`src/rtl/buff_uart_pkg.sv`:
```
// buff_uart_pkg: shared FIFO mode constants and occupancy-width helper.
package buff_uart_pkg;
    typedef enum int {FWFT_REG = 0, FWFT_SHOW = 1} fwft_mode_e;

    function automatic int level_w(input int depth);
        return $clog2(depth + 1);
    endfunction
endpackage

```
`src/rtl/ring_fifo_ptr.sv`:
```
// ring_fifo_ptr: circular index 0..DEPTH-1 with increment enable and synchronous clear.
module ring_fifo_ptr #(
    parameter int DEPTH = 16
) (
    input  logic                     clock,
    input  logic                     resetn,
    input  logic                     clear,
    input  logic                     inc,
    output logic [$clog2(DEPTH)-1:0] ptr
);
    localparam int PW = $clog2(DEPTH);

    always_ff @(posedge clock or negedge resetn)
        if (!resetn)
            ptr <= '0;
        else if (clear)
            ptr <= '0;
        else if (inc)
            ptr <= (ptr == PW'(DEPTH - 1)) ? '0 : ptr + 1'b1;
endmodule

```
`src/rtl/ring_fifo.sv`:
```
// ring_fifo: circular-buffer FIFO with level status, sticky errors, flush and
// selectable registered or first-word-fall-through read.
module ring_fifo
    import buff_uart_pkg::*;
#(
    parameter int WIDTH        = 8,
    parameter int DEPTH        = 16,
    parameter int AFULL_LEVEL  = DEPTH - 2,
    parameter int AEMPTY_LEVEL = 2,
    parameter int FWFT         = 0
) (
    input  logic                      clock,
    input  logic                      resetn,
    input  logic                      push,
    input  logic [WIDTH-1:0]          data_in,
    input  logic                      pop,
    input  logic                      flush,
    input  logic                      clear_err,
    output logic [WIDTH-1:0]          data_out,
    output logic                      data_valid,
    output logic                      full,
    output logic                      empty,
    output logic                      almost_full,
    output logic                      almost_empty,
    output logic [level_w(DEPTH)-1:0] level,
    output logic                      overflow,
    output logic                      underflow
);
    localparam int LW = level_w(DEPTH);
    localparam int PW = $clog2(DEPTH);

    if (AFULL_LEVEL > DEPTH || AEMPTY_LEVEL >= DEPTH) begin : g_bad_thresholds
        $error("ring_fifo: almost_full/almost_empty threshold out of range");
    end

    logic [WIDTH-1:0] mem [DEPTH];
    logic [PW-1:0]    wptr, rptr;
    logic             pop_ok, push_ok;

    assign full         = (level == LW'(DEPTH));
    assign empty        = (level == '0);
    assign almost_full  = (level >= LW'(AFULL_LEVEL));
    assign almost_empty = (level <= LW'(AEMPTY_LEVEL));
    assign pop_ok       = pop && !empty;
    // a pop in the same cycle frees the slot, so a full FIFO still takes the push
    assign push_ok      = push && (!full || pop_ok);

    ring_fifo_ptr #(.DEPTH(DEPTH)) u_wptr (
        .clock(clock), .resetn(resetn), .clear(flush), .inc(push_ok && !flush), .ptr(wptr)
    );
    ring_fifo_ptr #(.DEPTH(DEPTH)) u_rptr (
        .clock(clock), .resetn(resetn), .clear(flush), .inc(pop_ok && !flush), .ptr(rptr)
    );

    always_ff @(posedge clock)
        if (push_ok && !flush)
            mem[wptr] <= data_in;

    always_ff @(posedge clock or negedge resetn)
        if (!resetn) begin
            level     <= '0;
            overflow  <= 1'b0;
            underflow <= 1'b0;
        end else begin
            level     <= flush ? '0 : level + LW'(push_ok) - LW'(pop_ok);
            overflow  <= (overflow && !clear_err) || (push && !push_ok && !flush);
            underflow <= (underflow && !clear_err) || (pop && empty && !flush);
        end

    if (FWFT == FWFT_SHOW) begin : g_fwft
        assign data_out   = empty ? '0 : mem[rptr];
        assign data_valid = !empty;
    end else begin : g_reg
        always_ff @(posedge clock or negedge resetn)
            if (!resetn) begin
                data_out   <= '0;
                data_valid <= 1'b0;
            end else begin
                data_valid <= pop_ok && !flush;
                if (pop_ok && !flush)
                    data_out <= mem[rptr];
            end
    end
endmodule

```
`config.mk`:
```
export PLATFORM = sky130hd
export DESIGN_NAME = ring_fifo
export DESIGN_NICKNAME = d
export VERILOG_FILES = /design/src/rtl/buff_uart_pkg.sv /design/src/rtl/ring_fifo_ptr.sv /design/src/rtl/ring_fifo.sv
export SDC_FILE = /design/constraint.sdc
export NUM_CORES = 1
export LEC_CHECK = 0
export ABC_AREA = 1
export CAP_MARGIN = 30
export CORE_AREA = 2 2 116 118
export DETAILED_ROUTE_END_ITERATION = 10
export DIE_AREA = 0 0 118 120
export GPL_ROUTABILITY_DRIVEN = 1
export GPL_TIMING_DRIVEN = 0
export MAX_ROUTING_LAYER = met4
export PLACE_DENSITY = 0.8
export SLEW_MARGIN = 20
export SYNTH_ARGS = -nofsm -noshare
export SYNTH_HDL_FRONTEND = slang
export SYNTH_SLANG_ARGS = --single-unit
```
`constraint.sdc`:
```
create_clock -name clock -period 2.1 [get_ports clock]
set_input_delay 0.42 -clock clock [delete_from_list [all_inputs] [get_ports clock]]
set_output_delay 0.42 -clock clock [all_outputs]
set_load 0.1 [all_outputs]
```
# Word-level counts from Yosys, hierarchy flattened
# Memories as Yosys holds them, arrays and structs flattened. A register that Yosys moved wholly into a read port is not among the register bits.
# Index checks and enable logic that the tools add are counted.
dict set report word_totals {
  regBits 16
  ramBits 128
  in_bits 14
  output_inout_bits 20
  wordCells 47
  n_memories 1
}
# memory words word_bits read_ports rd_clocked_by_memory_dff wr line
set memory_table {}
lappend memory_table {mem 16 8 1 1 1 ring_fifo.sv:36} ;# logic [WIDTH-1:0] mem [DEPTH];
dict set report classes {
  n_addsub 4
  magnitude_cmp 2
  n_eq_ne 3
  mux 9
  n_reduce_logical 22
}
# op count
set op_table {}
lappend op_table {{4-bit 2-to-1 mux} 6}
lappend op_table {{1-bit logical AND} 10}
lappend op_table {{4-bit by 1-bit adder with 4-bit output, second input constant} 2}
lappend op_table {{4-bit equality test, second input constant} 2}
lappend op_table {{1-bit zero test} 6}
lappend op_table {{5-bit by 1-bit adder with 5-bit output} 1}
lappend op_table {{5-bit equality test, second input constant} 1}
lappend op_table {{5-bit by 4-bit >= comparator with 1-bit output, second input constant} 1}
lappend op_table {{5-bit by 2-bit less-or-equal comparator with 1-bit output, second input constant} 1}
lappend op_table {{5-bit zero test} 1}
lappend op_table {{5-bit 2-to-1 mux} 1}
lappend op_table {{5-bit by 1-bit subtractor with 5-bit output} 1}
lappend op_table {{2-bit nonzero test} 2}
lappend op_table {{1-bit logical OR} 3}
lappend op_table {{1-bit 2-to-1 mux} 2}

# Logic depth before layout (Yosys ltp)
dict set report depth {
  word_depth 9
  mapped_depth 16
  ltp_nobuf 16
}

# By module
# From an unflattened synthesis, not the netlist that was laid out.
dict set report unflattened {
  hier_cells 697
  hier_area_um2 6909.1
}
# module n_inst cells_each area_each_um2 seq_area_each_um2
set modules_own_cells {}
lappend modules_own_cells {ring_fifo 1 647 6468.7 4244.1}
lappend modules_own_cells {ring_fifo_ptr 2 25 220.2 100.1}

# Worst setup path before layout
# No wires, ideal clock.
dict set report synth_timing {
  path_type {flip-flop to flip-flop}
  start {register level[2]}
  end {register level[4]}
  setup_ns 0.078
  arrival_time_ns 4.044
  required_ns 2.022
  slack_ns -2.022
  stages_incl_launch_ff 17
  path_buffers 0
  synth_period_minus_slack_ns 4.122
  path_cell_list {dfrtp_1 inv_1 ha_1 nand3_1 nor2_1 nand2_1 nand2_1 inv_2 nand2_1 nand2_1 ha_1 fa_1 nand2_1 nand2_1 a21oi_1 o21ai_0 a21oi_1}
}
dict set report synth_between {
  elab_cells_between_ends 10
  cone_classes {2 x add/sub; 1 x eq/ne; 1 x mux; 6 x reduce/logical}
}
# element line
set synth_rtl {}
lappend synth_rtl {{from (decl)} ring_fifo.sv:25} ;# output logic [level_w(DEPTH)-1:0] level,
lappend synth_rtl {{from (signal assigned)} ring_fifo.sv:65} ;# level <= flush ? '0 : level + LW'(push_ok) - LW'(pop_ok);
lappend synth_rtl {{5-bit equality test} ring_fifo.sv:40} ;# assign full = (level == LW'(DEPTH));
lappend synth_rtl {{named net full} ring_fifo.sv:21} ;# output logic full,
lappend synth_rtl {{1-bit zero test} ring_fifo.sv:46} ;# assign push_ok = push && (!full || pop_ok);
lappend synth_rtl {{1-bit logical OR} ring_fifo.sv:46}
lappend synth_rtl {{1-bit logical AND} ring_fifo.sv:46}
lappend synth_rtl {{5-bit by 1-bit adder with 5-bit output} ring_fifo.sv:65}
lappend synth_rtl {{5-bit by 1-bit subtractor with 5-bit output} ring_fifo.sv:65}
lappend synth_rtl {{5-bit 2-to-1 mux} ring_fifo.sv:65}
# The timed path passes the listed nets, and every way through them passes these cells.
# A chain may end at the register's enable or synchronous reset.

# Worst setup path after layout
dict set report layout_timing {
  start {register level[2]}
  end {register level[4]}
}
dict set report layout_between {
  elab_chain_cells 8
  elab_cells_between_ends 10
  cone_classes {2 x add/sub; 1 x eq/ne; 1 x mux; 6 x reduce/logical}
}
# element line
set layout_lines {}
lappend layout_lines {{5-bit zero test} ring_fifo.sv:41} ;# assign empty = (level == '0);
lappend layout_lines {{1-bit zero test} ring_fifo.sv:44} ;# assign pop_ok = pop && !empty;
lappend layout_lines {{1-bit logical AND} ring_fifo.sv:44}
lappend layout_lines {{1-bit logical OR} ring_fifo.sv:46}
lappend layout_lines {{1-bit logical AND} ring_fifo.sv:46}
lappend layout_lines {{5-bit by 1-bit adder with 5-bit output} ring_fifo.sv:65}
lappend layout_lines {{5-bit by 1-bit subtractor with 5-bit output *} ring_fifo.sv:65}
lappend layout_lines {{5-bit 2-to-1 mux *} ring_fifo.sv:65}
# Every way passes the cells marked *; elsewhere a longest branch is shown, timed or not.

==> metrics.cfg <==
[status]
status=finished, violations left
violations=negative setup slack

[cells_and_area]
final_util=0.663
fill_cells=939
regArea_um2=4460
drive_above_1_share=0.235
stdcell_count=955
multi_input_area_um2=2040
nNetsFinal=796
n_antenna_cell=0
area_delta_synth_final_pct=25.0

[yosys]
synth.ff_latch_count=152
ys_seq_area_frac=0.646
ys_types=27
synth_top_area_frac=0.558
synth_area_leaders=edfxtp_1 (56%), nand2_1 (12%), dfrtp_1 (8.7%), nand3_1 (7.5%), inv_1 (3.9%)
synth-edff-count=128
ys_warn_count=0
synth_commonest_cells=nand2_1 (213), edfxtp_1 (128), nand3_1 (103)
yosys_most_used_dff=edfxtp_1
avgSynthCellArea_um2=9.99
synth_nets=719
synthArstFlopShare=0.158
syn_area_um2=6880
syn_inst=689
synth.most_common_cell=nand2_1
synth_top_area_cell=edfxtp_1

[setup_path]
worstPathMaxFanout=2
startpoint_type=register
slowest_stage=dfrtp_4
endpoint_kind=register
startpoint=level[2]
r2r_slack_ns=-0.23
crit_path_cell_trace=inv_4 > ha_4 > nand3_4 > nor2_4 > nand2_2 > nand2_2 > inv_2 > nand2_2 > nand2_1 > ha_2 > fa_2 > nand2_2 > nand2_2 > a21oi_2 > o21ai_1 > a21oi_1
r2r_cells=16
critPathMaxStageDelay_ns=0.49
r2r_end=level[4]
worstSetupPathType=register to register
reg2reg_from=level[2]
crit_arrival_ns=2.67
cp.required_ns=2.43
crit_top_cell=nand2_2

[pwr]
power.density_nw_per_um2=1250
total_power_uw=10800
peakVddDrop_mv=1.90
leakage_uw=0.00370

[clock_network]
cts_tree=done
htreeDepth=4
clk_pin_slew_ns=0.06
cts-buffers-inserted=17
clk_latency_ns=0.42
clk_path_buf_depth=2
root_buffer=clkbuf_16
clock-sinks=152

[sta]
period_minus_slack_ns=2.33
setup_viol=5
setup_tns_ns=-0.512
final.setup.worst_slack_ns=-0.233
rsz0062_at_grt=yes
finalCritPeriodShare=1.11
tightest_slew_ns=0.979
drv_slew=0
fin_skew_ns=0.00620
fmax_mhz=429
hold_violations=0
slew_headroom=0.350

[drt]
via_per_inst=5.39
vias=5149
drtAntennaViolNets=0
drt_iter0_drc=685
first_pass_iters=7
wl_per_cell_um=18.1
drc=0
drt_wl_total_um=17200

[global_route]
grt_pass1_vias=5110
antenna_found_initial=0
grt-ovfl-total=0
grtUsageTotal=0.255
grt_max_degree=25
grt_pass1_wl_um=26400

[place]
dpl_worst_slack_ns=-0.527
port_buffers=33
gp_congestion=0.927
place_inst=898
dp_hpwl_um=11000

[die]
core_area_um2=13000
num_rows=42
die_h_um=120
die_area_um2=14200
initial_core_util=0.530
io_pins=34
die_w_um=118

[hold_path]
hold_class=primary input to asynchronous set/reset pin

[run]
drv_cap=0

per-layer routing:
layer | up-vias | share of wire | GRT usage
met3 | 56 | 0.081 | 0.0523
met2 | 258 | 0.50 | 0.422
met1 | 2471 | 0.38 | 0.300
met4 | 0 | 0.042 | 0.123
met5 | - | 0 | -
li1 | 2364 | - | -
cells by family after synthesis:
family,synth area share
AOI/OAI and AO/OA,0.0160
xor gates and xnor gates,0.00382
adders and majority gates,0.0302
buffers and inverters,0.0923
DFF,0.646
and+or+nand+nor,0.212
layout by cell type (no fill, tap or decap), drive strengths merged:
cell           instances
fa                     1
o32ai                  1
dfrtp                 24
xnor2                  1
nor2                  22
o21ai                 10
bufinv                 2
edfxtp               128
clkdlybuf4s50         12
clkdlybuf4s15          4
nand3                103
dlygate4sd2           11
xor2                   2
clkinv                 6
clkinvlp               3
nand4                  3
o22ai                  3
buf                   54
nand2                218
a21oi                  5
inv                  124
clkbuf                25
o21a                   1
ha                    15
or2                    1
metrics by stage:
step / area (um^2) / hold slack (ns)
after global routing: 8600 / 0.0530
after detailed placement: 7630 / 0.466
after CTS: 8370 / 0.0254
final: 8600 / 0.0314
after floorplan: 7090 / 0.124
after global placement: 7640 / 0.462
sequential cells by signal, summed over array words and instances (netlist names):
signal and count:
overflow 1, u_rptr.ptr 4, level 5, data_valid 1, mem 128, underflow 1
u_wptr.ptr 4, data_out 8
area by class of cell:
class | instances | share of cell area
Sequential cell | 152 | 0.518
Multi-Input combinational cell | 386 | 0.238
Timing Repair Buffer | 58 | 0.0736
Clock buffer | 21 | 0.0560
Inverter | 124 | 0.0556
Tap cell | 176 | 0.0256
Buffer | 27 | 0.0198
Clock inverter | 11 | 0.0138
timing repair:
action                                  CTS  global route
hold buffers                              0             0
gates resized for setup                  63            16
pin swaps                                12            16
setup buffers                            15            10
endpoints found under the setup margin   48            97
worst max path at each step:
stage                       to  cells after the start
CTS                   level[4]                     16
global route          level[4]                     16
floorplan             level[4]                     16
global placement    mem[14][4]                      7
detailed placement  mem[14][0]                      7
finish                level[4]                     16
where the power goes:
part,leakage [uW],internal (uW),switching [uW]
combinational,0.00195,1200,2960
clock,0.000288,1880,1170
sequential,0.00146,3460,123
total,0.00370,6540,4260
critical path: cells and delay by family, from the launching register on:
family / cells / cell delay (ns)
AND/OR/NAND/NOR: 8 / 0.58
AO/OA/AOI/OAI: 3 / 0.37
flip-flops: 1 / 0.49
adder cells (fa/ha/maj): 3 / 0.69
buffers and inverters: 2 / 0.12
No activity file was read; power rests on OpenSTA's default activity.
